[src/rtl/collision_pkg.sv]
// Shared definitions for the collision scanner slice.
//   - DIR_*        : bit positions inside the 4-bit contact/direction vector
//   - HALF_W_DEF   : default width of one coordinate/size half
//   - COIN_TYPE_DEF: default object type code that produces coin events
//   - xy_t         : packed {x, y} (or {w, h}) word at the default width
//   - scan_state_t : scanner FSM states
//   - count_ones   : population count helper for masks up to 64 bits
package collision_pkg;

    localparam int DIR_RIGHT = 0;
    localparam int DIR_LEFT  = 1;
    localparam int DIR_DOWN  = 2;
    localparam int DIR_UP    = 3;

    localparam int unsigned HALF_W_DEF    = 16;
    localparam int unsigned COIN_TYPE_DEF = 102;

    typedef struct packed {
        logic [HALF_W_DEF-1:0] x;
        logic [HALF_W_DEF-1:0] y;
    } xy_t;

    typedef enum logic [1:0] {
        ST_IDLE = 2'd0,
        ST_SCAN = 2'd1,
        ST_DONE = 2'd2
    } scan_state_t;

    function automatic logic [6:0] count_ones(input logic [63:0] v);
        logic [6:0] cnt;
        cnt = '0;
        for (int unsigned i = 0; i < 64; i++) begin
            cnt = cnt + 7'(v[i]);
        end
        return cnt;
    endfunction

endpackage

[src/rtl/collision_pair_eval.sv]
// Combinational overlap and contact-direction test for one self/object pair.
// Ports:
//   self_coord, self_size   : {x, y} and {w, h} of the player
//   other_coord, other_size : {x, y} and {w, h} of the candidate object
//   hit                     : boxes overlap (touching edges and zero-size boxes excluded)
//   dir                     : one-hot contact direction when hit, else 0
module collision_pair_eval
    import collision_pkg::*;
#(
    parameter int unsigned HALF_W = HALF_W_DEF
) (
    input  logic [2*HALF_W-1:0] self_coord,
    input  logic [2*HALF_W-1:0] self_size,
    input  logic [2*HALF_W-1:0] other_coord,
    input  logic [2*HALF_W-1:0] other_size,
    output logic                hit,
    output logic [3:0]          dir
);

    // One extra bit so that position + size never wraps.
    logic [HALF_W:0] sx, sy, sw, sh, ox, oy, ow, oh;
    logic [HALF_W:0] sx_end, sy_end, ox_end, oy_end;
    logic [HALF_W:0] lo_x, hi_x, lo_y, hi_y, ovx, ovy;
    logic            zero_size;

    always_comb begin
        sx = {1'b0, self_coord[2*HALF_W-1:HALF_W]};
        sy = {1'b0, self_coord[HALF_W-1:0]};
        sw = {1'b0, self_size[2*HALF_W-1:HALF_W]};
        sh = {1'b0, self_size[HALF_W-1:0]};
        ox = {1'b0, other_coord[2*HALF_W-1:HALF_W]};
        oy = {1'b0, other_coord[HALF_W-1:0]};
        ow = {1'b0, other_size[2*HALF_W-1:HALF_W]};
        oh = {1'b0, other_size[HALF_W-1:0]};

        sx_end = sx + sw;
        sy_end = sy + sh;
        ox_end = ox + ow;
        oy_end = oy + oh;

        // A zero-width/height box would otherwise pass the strict
        // inequalities when it lies strictly inside the other box.
        zero_size = (sw == '0) || (sh == '0) || (ow == '0) || (oh == '0);

        hit = !zero_size && (sx < ox_end) && (ox < sx_end)
                         && (sy < oy_end) && (oy < sy_end);

        hi_x = (sx_end < ox_end) ? sx_end : ox_end;
        lo_x = (sx > ox) ? sx : ox;
        hi_y = (sy_end < oy_end) ? sy_end : oy_end;
        lo_y = (sy > oy) ? sy : oy;
        ovx  = hi_x - lo_x;
        ovy  = hi_y - lo_y;

        // The shallower penetration axis decides the contact side; ties go horizontal.
        dir = '0;
        if (hit) begin
            if (ovx <= ovy) begin
                if (ox >= sx) dir[DIR_RIGHT] = 1'b1;
                else          dir[DIR_LEFT]  = 1'b1;
            end else begin
                if (oy >= sy) dir[DIR_DOWN]  = 1'b1;
                else          dir[DIR_UP]    = 1'b1;
            end
        end
    end

endmodule

[src/rtl/collision_scanner.sv]
// Time-multiplexed collision aggregator: one shared pair evaluator walks
// N_OBJ objects, one per clock, after each accepted frame start.
// Ports:
//   clk, rst_n          : clock, synchronous active-low reset
//   start               : frame tick, accepted only when idle
//   self_coord/size     : player box, latched on accepted start
//   other_coord/size    : packed object boxes, object i at [i*2*HALF_W +: 2*HALF_W]
//   coll_enable         : per-object enable
//   type_list           : packed object type codes
//   busy                : scan in progress (SCAN and DONE states)
//   done                : one-cycle pulse when results update
//   collision           : OR of contact directions, [0]R [1]L [2]D [3]U
//   hit_mask            : per-object hit result of last scan
//   coin_pulse          : pulse with done when new coin contacts exist
//   coin_count          : number of new coin contacts
//   overrun             : sticky, start seen while busy
module collision_scanner
    import collision_pkg::*;
#(
    parameter  int unsigned N_OBJ     = 20,
    parameter  int unsigned HALF_W    = HALF_W_DEF,
    parameter  int unsigned TYPE_W    = 10,
    parameter  int unsigned COIN_TYPE = COIN_TYPE_DEF,
    localparam int unsigned IDX_W     = $clog2(N_OBJ)
) (
    input  logic                       clk,
    input  logic                       rst_n,
    input  logic                       start,
    input  logic [2*HALF_W-1:0]        self_coord,
    input  logic [2*HALF_W-1:0]        self_size,
    input  logic [N_OBJ*2*HALF_W-1:0]  other_coord,
    input  logic [N_OBJ*2*HALF_W-1:0]  other_size,
    input  logic [N_OBJ-1:0]           coll_enable,
    input  logic [N_OBJ*TYPE_W-1:0]    type_list,
    output logic                       busy,
    output logic                       done,
    output logic [3:0]                 collision,
    output logic [N_OBJ-1:0]           hit_mask,
    output logic                       coin_pulse,
    output logic [IDX_W:0]             coin_count,
    output logic                       overrun
);

    scan_state_t         state, state_next;
    logic [IDX_W-1:0]    idx;
    logic [2*HALF_W-1:0] self_coord_q, self_size_q;
    logic [2*HALF_W-1:0] obj_coord, obj_size;
    logic [TYPE_W-1:0]   obj_type;
    logic                obj_overlap, obj_hit, obj_coin, last_obj;
    logic [3:0]          obj_dir;
    logic [3:0]          coll_acc;
    logic [N_OBJ-1:0]    hit_acc, coin_acc, coin_prev, coin_new;

    always_comb begin
        obj_coord = other_coord[int'(idx)*2*HALF_W +: 2*HALF_W];
        obj_size  = other_size[int'(idx)*2*HALF_W +: 2*HALF_W];
        obj_type  = type_list[int'(idx)*TYPE_W +: TYPE_W];
        obj_hit   = obj_overlap && coll_enable[idx];
        obj_coin  = obj_hit && (obj_type == TYPE_W'(COIN_TYPE));
        last_obj  = (idx == IDX_W'(N_OBJ - 1));
        coin_new  = coin_acc & ~coin_prev;
    end

    collision_pair_eval #(
        .HALF_W (HALF_W)
    ) u_pair_eval (
        .self_coord  (self_coord_q),
        .self_size   (self_size_q),
        .other_coord (obj_coord),
        .other_size  (obj_size),
        .hit         (obj_overlap),
        .dir         (obj_dir)
    );

    always_ff @(posedge clk) begin
        if (!rst_n) state <= ST_IDLE;
        else        state <= state_next;
    end

    always_comb begin
        state_next = state;
        unique case (state)
            ST_IDLE: if (start)    state_next = ST_SCAN;
            ST_SCAN: if (last_obj) state_next = ST_DONE;
            ST_DONE:               state_next = ST_IDLE;
            default:               state_next = ST_IDLE;
        endcase
    end

    always_ff @(posedge clk) begin
        if (!rst_n) begin
            idx          <= '0;
            self_coord_q <= '0;
            self_size_q  <= '0;
            coll_acc     <= '0;
            hit_acc      <= '0;
            coin_acc     <= '0;
            coin_prev    <= '0;
            busy         <= 1'b0;
            done         <= 1'b0;
            collision    <= '0;
            hit_mask     <= '0;
            coin_pulse   <= 1'b0;
            coin_count   <= '0;
            overrun      <= 1'b0;
        end else begin
            busy       <= (state_next != ST_IDLE);
            done       <= 1'b0;
            coin_pulse <= 1'b0;
            if (start && state != ST_IDLE) overrun <= 1'b1;

            unique case (state)
                ST_IDLE: begin
                    if (start) begin
                        self_coord_q <= self_coord;
                        self_size_q  <= self_size;
                        idx          <= '0;
                        coll_acc     <= '0;
                        hit_acc      <= '0;
                        coin_acc     <= '0;
                    end
                end
                ST_SCAN: begin
                    hit_acc[idx]  <= obj_hit;
                    coin_acc[idx] <= obj_coin;
                    coll_acc      <= coll_acc | (obj_hit ? obj_dir : 4'b0000);
                    idx           <= idx + 1'b1;
                end
                ST_DONE: begin
                    collision  <= coll_acc;
                    hit_mask   <= hit_acc;
                    coin_count <= (IDX_W+1)'(count_ones(64'(coin_new)));
                    coin_pulse <= |coin_new;
                    coin_prev  <= coin_acc;
                    done       <= 1'b1;
                end
                default: ;
            endcase
        end
    end

endmodule

[config.mk]
export PLATFORM = sky130hd
export DESIGN_NAME = collision_scanner
export DESIGN_NICKNAME = d
export VERILOG_FILES = /design/src/rtl/collision_pkg.sv /design/src/rtl/collision_pair_eval.sv /design/src/rtl/collision_scanner.sv
export SDC_FILE = /design/constraint.sdc
export NUM_CORES = 1
export LEC_CHECK = 0
export ABC_AREA = 1
export BUFFER_PORTS_ARGS = -buffer_cell sky130_fd_sc_hd__buf_2
export CAP_MARGIN = 10
export CORE_AREA = 2 2 615 617
export CTS_CLUSTER_SIZE = 10
export DETAILED_ROUTE_END_ITERATION = 7
export DIE_AREA = 0 0 617 619
export PLACE_DENSITY = 0.32
export REMOVE_ABC_BUFFERS = 1
export SYNTH_ARGS = -nofsm -noshare
export SYNTH_HDL_FRONTEND = slang
export SYNTH_SLANG_ARGS = --single-unit
export TNS_END_PERCENT = 5
[constraint.sdc]
create_clock -name clk -period 12.6 [get_ports clk]
set_clock_uncertainty 0.2 [all_clocks]
set_input_delay 1.26 -clock clk [delete_from_list [all_inputs] [get_ports clk]]
set_output_delay 1.26 -clock clk [all_outputs]
set_load 0.01 [all_outputs]
==> results.toml, run 1 <==
[grt]
overflow = 0
grt_max_degree = 124
track_usage = 0.1301
first_global_vias = 40900
grt_pass1_wl_um = 343100
antenna_found_initial = 148

[routing]
drt_first_pass_iters = 5
routed_wl_um = 261800
drt_iter0_markers = 2450
drtAntennaViolNets = 0
dr_total_vias = 41340
viasPerCell = 3.540
drc = 0
wl_per_cell_um = 22.42

[logic_synthesis]
synth_top_family_by_area = "simple AND/OR/NAND/NOR gates"
yosys.area_share.simple = 0.3391
synth_mux_area_frac = 0
ys_warn_count = 0
syn_avg_cell_area_um2 = 5.447
synth_xor_area_frac = 0.02485
synth_cell_types = 45
netlist_area_mm2 = 0.02855
syn-instance-count = 5242
yosys.area_share.adder = 0.1196
ys_ff_latch = 168
ys_async_sr_fraction = 0
synth_edf_count = 0
synth_compound_area_frac = 0.2864
synth_flop_cell = "dfxtp_1"
synth_seq_area_share = 0.1178

[final_layout]
design_area_mm2 = 0.04299
nNetsFinal = 8420
drive_gt1_frac = 0.2628
multi_input_area_mm2 = 0.02205
area_growth_pct = 50.54
num-fill-cells = 44850
seqCellArea_mm2 = 0.003371

[setup_path]
crit_fanout = 58
rrSetupSlack_ns = 2.23
critical_path_class = "reg2reg"
arrival_ns = 10.58
setup.worst_path.start_class = "flop"
cp-endpoint = "coll_acc[1]$_SDFFE_PN0P_"
startpoint = "idx[0]$_SDFFE_PN0P_"
cp.required_ns = 12.81
r2r_cells = 49
cp_common_cell = "nand2_1"
cpMaxStageDelayCell = "dfxtp_4"
timing.rr.end = "coll_acc[1]$_SDFFE_PN0P_"
worst_setup_path_end_kind = "flop"
rr_startpoint = "idx[0]$_SDFFE_PN0P_"
cpPeakStageDelay_ns = 0.63

[power_and_ir_drop]
leakage_nw = 20.18
finalPower_mw = 4.442
powerDensity_mw_per_mm2 = 103.3
ir_drop_mv = 0.08297

[placement]
routabilityCongestion = 0.8931
port_buffers = 1599
post_dp_cell_area_mm2 = 0.04215
place_hpwl_um = 224400

[die]
core_mm2 = 0.3747
die_x_um = 617
start_util = 0.07620
dieArea_mm2 = 0.3819
die_height_um = 619
row_count = 225
ios = 1601

[run_status]
status = "finished clean"

[timing]
period_share = 0.8228
hold_viol_final = 0
rsz0062_at_grt = "false"
final.setup.tns_ns = 0
fmax_mhz = 96.46
layout_min_cycle_time_ns = 10.37
setup_violations = 0
tightestPinTransition_ns = 1.087
maxSlewHeadroom = 0.2743
hold_ws_ns = 0.2583
drv_slew = 0

[clock_tree]
cts_root_buffer = "clkbuf_16"
numCtsBuffers = 17
cts_sinks = 168
ctsHoldBuffers = 0
htree_levels = 4
cts.clk_slew.worst_paths_ns = 0.09
postCtsResizedCells = 0
cts.path.max_buffers = 2
clk_latency_ns = 0.51
post_cts.repair.setup_buffers = 0
cts_tree = "done"

[min_path]
hp-class = "reg2reg"

[run]
cap_viol_max_count = 0
## cells in the final DEF, fill, tap and decap left out, drive strengths merged
cell type,count
a311oi,1
conb,1
o221ai,11
a21boi,4
a31oi,8
a211oi,10
dfxtp,168
nor4,11
nand3b,6
a31o,1
o31ai,2
o21bai,14
a21oi,230
o21a,5
a221oi,9
nand4,34
o211ai,3
xnor2,16
xor2,65
o21ai,907
ha,241
and3,1
nand2,954
a22o,33
a22oi,2
o2111ai,5
clkbuf,17
nor3,27
diode,78
nor2,1179
a21o,11
inv,436
clkinv,12
nand3,236
o21ba,1
o22ai,243
fa,20
buf,1681
## final cells by class
class / count / share of cell area
Clock inverter: 15 / 0.004977
Tap cell: 4994 / 0.1454
Inverter: 433 / 0.03834
Clock buffer: 17 / 0.009897
Multi-Input combinational cell: 4291 / 0.5129
Sequential cell: 168 / 0.07842
Timing Repair Buffer: 1681 / 0.2056
Antenna cell: 78 / 0.004541
## cells in the mapped netlist, types with 11 or more instances
library cell	n	area, um2
o21ai_1	16	80.08
xor2_1	65	569.3
ha_1	241	3015
a22o_1	33	289.0
buf_6	11	123.9
nor3_1	27	135.1
o21ai_0	891	4459
clkbuf_1	211	792.0
buf_1	24	90.09
o21bai_1	14	105.1
nor4_1	11	68.82
nand2_1	954	3581
xnor2_1	16	140.1
dfxtp_1	168	3363
buf_4	19	142.6
o221ai_1	11	96.34
fa_1	20	400.4
buf_2	85	425.4
nand4_1	34	212.7
a21oi_1	230	1151
a21o_1	11	82.58
nor2_1	1177	4418
inv_1	426	1599
o22ai_1	243	1520
nand3_1	236	1181
## worst max-delay path, delay by kind of cell, from the launching register on
family | cells | cell delay, ns
adders and majority gates | 4 | 1.36
DFF | 1 | 0.63
and+or+nand+nor | 19 | 2.15
xor gates and xnor gates | 1 | 0.32
buffers and inverters | 6 | 1.54
AOI/OAI and AO/OA | 19 | 3.87
## layer usage
metal | up-vias | GRT usage | wire [um]
met4 | 52 | 0.03045 | 6221
li1 | 20270 | - | -
met3 | 267 | 0.02323 | 14030
met5 | - | 0 | 326
met2 | 1361 | 0.2351 | 130900
met1 | 19390 | 0.1583 | 110300
## kinds of logic after synthesis
| kind of cell | count (synthesis) |
|---|---|
| AOI/OAI and AO/OA | 1500 |
| xor gates and xnor gates | 81 |
| adders and majority gates | 261 |
| buffers and inverters | 783 |
| DFF | 168 |
| other | 1 |
| and+or+nand+nor | 2448 |
## registers in the layout, indices dropped and copies added (netlist names)
register and count:
busy 1, coin_acc 20, coin_count 5, coin_prev 20
coin_pulse 1, coll_acc 4, collision 4, done 1
hit_acc 20, hit_mask 20, idx 5, overrun 1
self_coord_q 32, self_size_q 32, state 2
## stage by stage
stage | instances | worst slack [ns] | util
5_1_grt | 11650 | 0.9972 | 0.1145
2_1_floorplan | 4892 | -25.58 | -
3_5_place_dp | 11570 | 2.082 | 0.1125
6_report | 11680 | 2.233 | 0.1147
4_1_cts | 11600 | 2.008 | 0.1142
3_3_place_gp | 11570 | 1.939 | 0.1125
## worst min path at each step
stage	startpoint	end	slack, ns	depth (start not counted)
after floorplan	coin_prev[12]$_SDFFE_PN0P_	coin_prev[12]$_SDFFE_PN0P_	0.23	2
after global placement	coin_prev[12]$_SDFFE_PN0P_	coin_prev[12]$_SDFFE_PN0P_	0.24	2
after detailed placement	coin_prev[7]$_SDFFE_PN0P_	coin_prev[7]$_SDFFE_PN0P_	0.25	2
after CTS	coin_prev[7]$_SDFFE_PN0P_	coin_prev[7]$_SDFFE_PN0P_	0.26	2
after global routing	overrun$_SDFFE_PN0P_	overrun$_SDFFE_PN0P_	0.28	2
final	coin_prev[7]$_SDFFE_PN0P_	coin_prev[7]$_SDFFE_PN0P_	0.26	2
## power by group
part	switching (mW)	internal, mW	leakage, nW
Sequential	0.0388	0.550	1.37
Clock	0.321	0.275	0.305
Combinational	2.13	1.12	18.5
Total	2.49	1.95	20.2
Power figures use the tool's default switching activity.
==> run 2: changes to the inputs <==
Settings changed: ABC_AREA 1 to 0, CORE_AREA 2 2 615 617 to 2 2 631 633, DIE_AREA 0 0 617 619 to 0 0 633 635, PLACE_DENSITY 0.32 to 0.31.
Clock period 12.6 ns to 9.7 ns, I/O delays scaled along.
==> results.toml, run 2 <==
[setup_path]
setup.worst_path.start_class = "flop"
critical_path_class = "reg2reg"
worst_setup_path_end_kind = "flop"
rr_startpoint = "idx[1]$_SDFFE_PN0P_"
cpPeakStageDelay_ns = 0.44
startpoint = "idx[1]$_SDFFE_PN0P_"
cp.required_ns = 9.95
crit_fanout = 8
rrSetupSlack_ns = 0.53
cpMaxStageDelayCell = "dfxtp_4"
arrival_ns = 9.42
cp_common_cell = "buf_4"

[clock_tree]
cts_tree = "done"
cts.clk_slew.worst_paths_ns = 0.10
cts.path.max_buffers = 2
cts_root_buffer = "clkbuf_16"
ctsHoldBuffers = 0
cts_sinks = 168
htree_levels = 4
numCtsBuffers = 17
clk_latency_ns = 0.53

[placement]
routabilityCongestion = 0.9355
post_dp_cell_area_mm2 = 0.04419
dp.cells = 10020
pre_cts_ws_ns = -0.9349
place_hpwl_um = 268100
port_buffers = 1599

[final_layout]
top_regs = "self_coord_q x32, self_size_q x32"
final_cell_mix = "buf_2 (1,598), buf_4 (419), nand2_1 (406)"
area_growth_pct = 73.67
design_area_mm2 = 0.04646
nNetsFinal = 6677
final_common_cell = "buf_2"
stdcell_count = 10290
final_util = 0.1177
drive_gt1_frac = 0.5237

[grt]
antenna_found_initial = 193
grt_pass1_wl_um = 366000
grt_max_degree = 65
track_usage = 0.1404
first_global_vias = 34450
overflow = 0

[logic_synthesis]
ys_async_sr_fraction = 0
syn_avg_cell_area_um2 = 9.071
yosys.area_share.simple = 0.1467
synth_mux_area_frac = 0.3293
synth_top_family_by_area = "multiplexers"
syn-instance-count = 2949
synth_seq_area_share = 0.1257
synth.area.top_cells = "mux4_2 (22%), dfxtp_1 (13%), ha_1 (11%)"
synth_top_cell_by_area = "mux4_2"
yosys.area_share.adder = 0.1292
netlist_area_mm2 = 0.02675
synth_xor_area_frac = 0.02521
ys_ff_latch = 168
synth_most_common_cell = "nand2_1"
netlist.area_leader.share = 0.2197
synth_cell_types = 86
synth_common_cells = "nand2_1 (408), mux4_2 (261), mux2i_1 (246)"
synth_edf_count = 0
synth_compound_area_frac = 0.1820
ys_warn_count = 0
synth_flop_cell = "dfxtp_1"

[timing]
period_share = 0.9450
final.setup.tns_ns = 0
maxSlewHeadroom = 0.1504
drv_slew = 0
hold_ws_ns = 0.2645
setup_violations = 0
fin_ws_ns = 0.5335
hold_viol_final = 0
layout_min_cycle_time_ns = 9.167
tightestPinTransition_ns = 1.274
fmax_mhz = 109.1

[power_and_ir_drop]
finalPower_mw = 5.104
powerDensity_mw_per_mm2 = 109.9
leakage_nw = 19.32
ir_drop_mv = 0.1376

[routing]
drc = 0
drt_first_pass_iters = 6
wl_per_cell_um = 28.72
viasPerCell = 3.303
drtAntennaViolNets = 0
dr_total_vias = 34000
routed_wl_um = 295700
drt_iter0_markers = 2123

[die]
ios = 1601
start_util = 0.06775
row_count = 231
dieArea_mm2 = 0.4020
die_height_um = 635
die_x_um = 633
core_mm2 = 0.3948

[min_path]
hp-class = "reg2reg"
min_from = "collision[3]$_SDFFE_PN0P_"

[run_status]
status = "finished clean"

[run]
cap_viol_max_count = 0
## run 2: cell types whose count changed after synthesis, moves of 50 or more
cell / previous run / this run
a21oi_1: 230 / 150
clkbuf_1: 211 / 96
nor2_1: 1177 / 95
nand3_1: 236 / 100
o21ai_0: 891 / 100
o22ai_1: 243 / 70
mux4_2: 0 / 261
buf_2: 85 / 35
nand2_1: 954 / 408
mux2i_1: 0 / 246
a21boi_0: 3 / 119
inv_1: 426 / 124
## run 2: cells by family after synthesis
kind of cell | after synthesis
and+or+nand+nor | 843
buffers and inverters | 329
other | 1
adders and majority gates | 265
xor gates and xnor gates | 77
DFF | 168
muxes | 530
AOI/OAI and AO/OA | 736
## run 2: layout make-up
type	count	area, um2
clock buffers	17	425.4
clock inverters	15	206.4
inverters	125	476.7
multi-input cells	2452	22410
fillers	45910	348400
diodes	190	475.5
repair buffers	2085	12520
well taps	5242	6559
flip-flops and latches	168	3382
## run 2: per-layer routing
layer,vias up,GRT usage,part of all wire
li1,15370,-,-
met1,16790,0.1567,0.38
met5,-,0,0.00085
met4,34,0.04057,0.034
met3,342,0.01879,0.049
met2,1473,0.2721,0.54
## run 2: critical path, delay by kind of cell, from the launching register on
kind	cells	cell delay, ns
AND/OR/NAND/NOR	8	1.22
multiplexers	2	0.47
adder cells (fa/ha/maj)	7	2.23
buffers and inverters	9	1.56
AO/OA/AOI/OAI	17	2.65
flip-flops	1	0.44
XOR/XNOR	2	0.26
## run 2: report_power, final
| group | internal (mW) | switching (mW) |
|---|---|---|
| Combinational | 1.69 | 1.88 |
| Clock | 0.361 | 0.430 |
| Sequential | 0.706 | 0.0339 |
| Total | 2.76 | 2.34 |
## run 2: path summary, 6_finish.rpt
check,end,cells after the start
max,coll_acc[1]$_SDFFE_PN0P_,45
min,collision[3]$_SDFFE_PN0P_,2
min reg2reg,collision[3]$_SDFFE_PN0P_,2
max reg2reg,coll_acc[1]$_SDFFE_PN0P_,45
## run 2: repair_timing
item	4_1_cts	5_1_grt
pin swaps	4	34
setup buffers	3	48
gates cloned	0	5
gates resized for setup	24	109
setup endpoints to repair	4	4
endpoints found under the hold margin	0	0
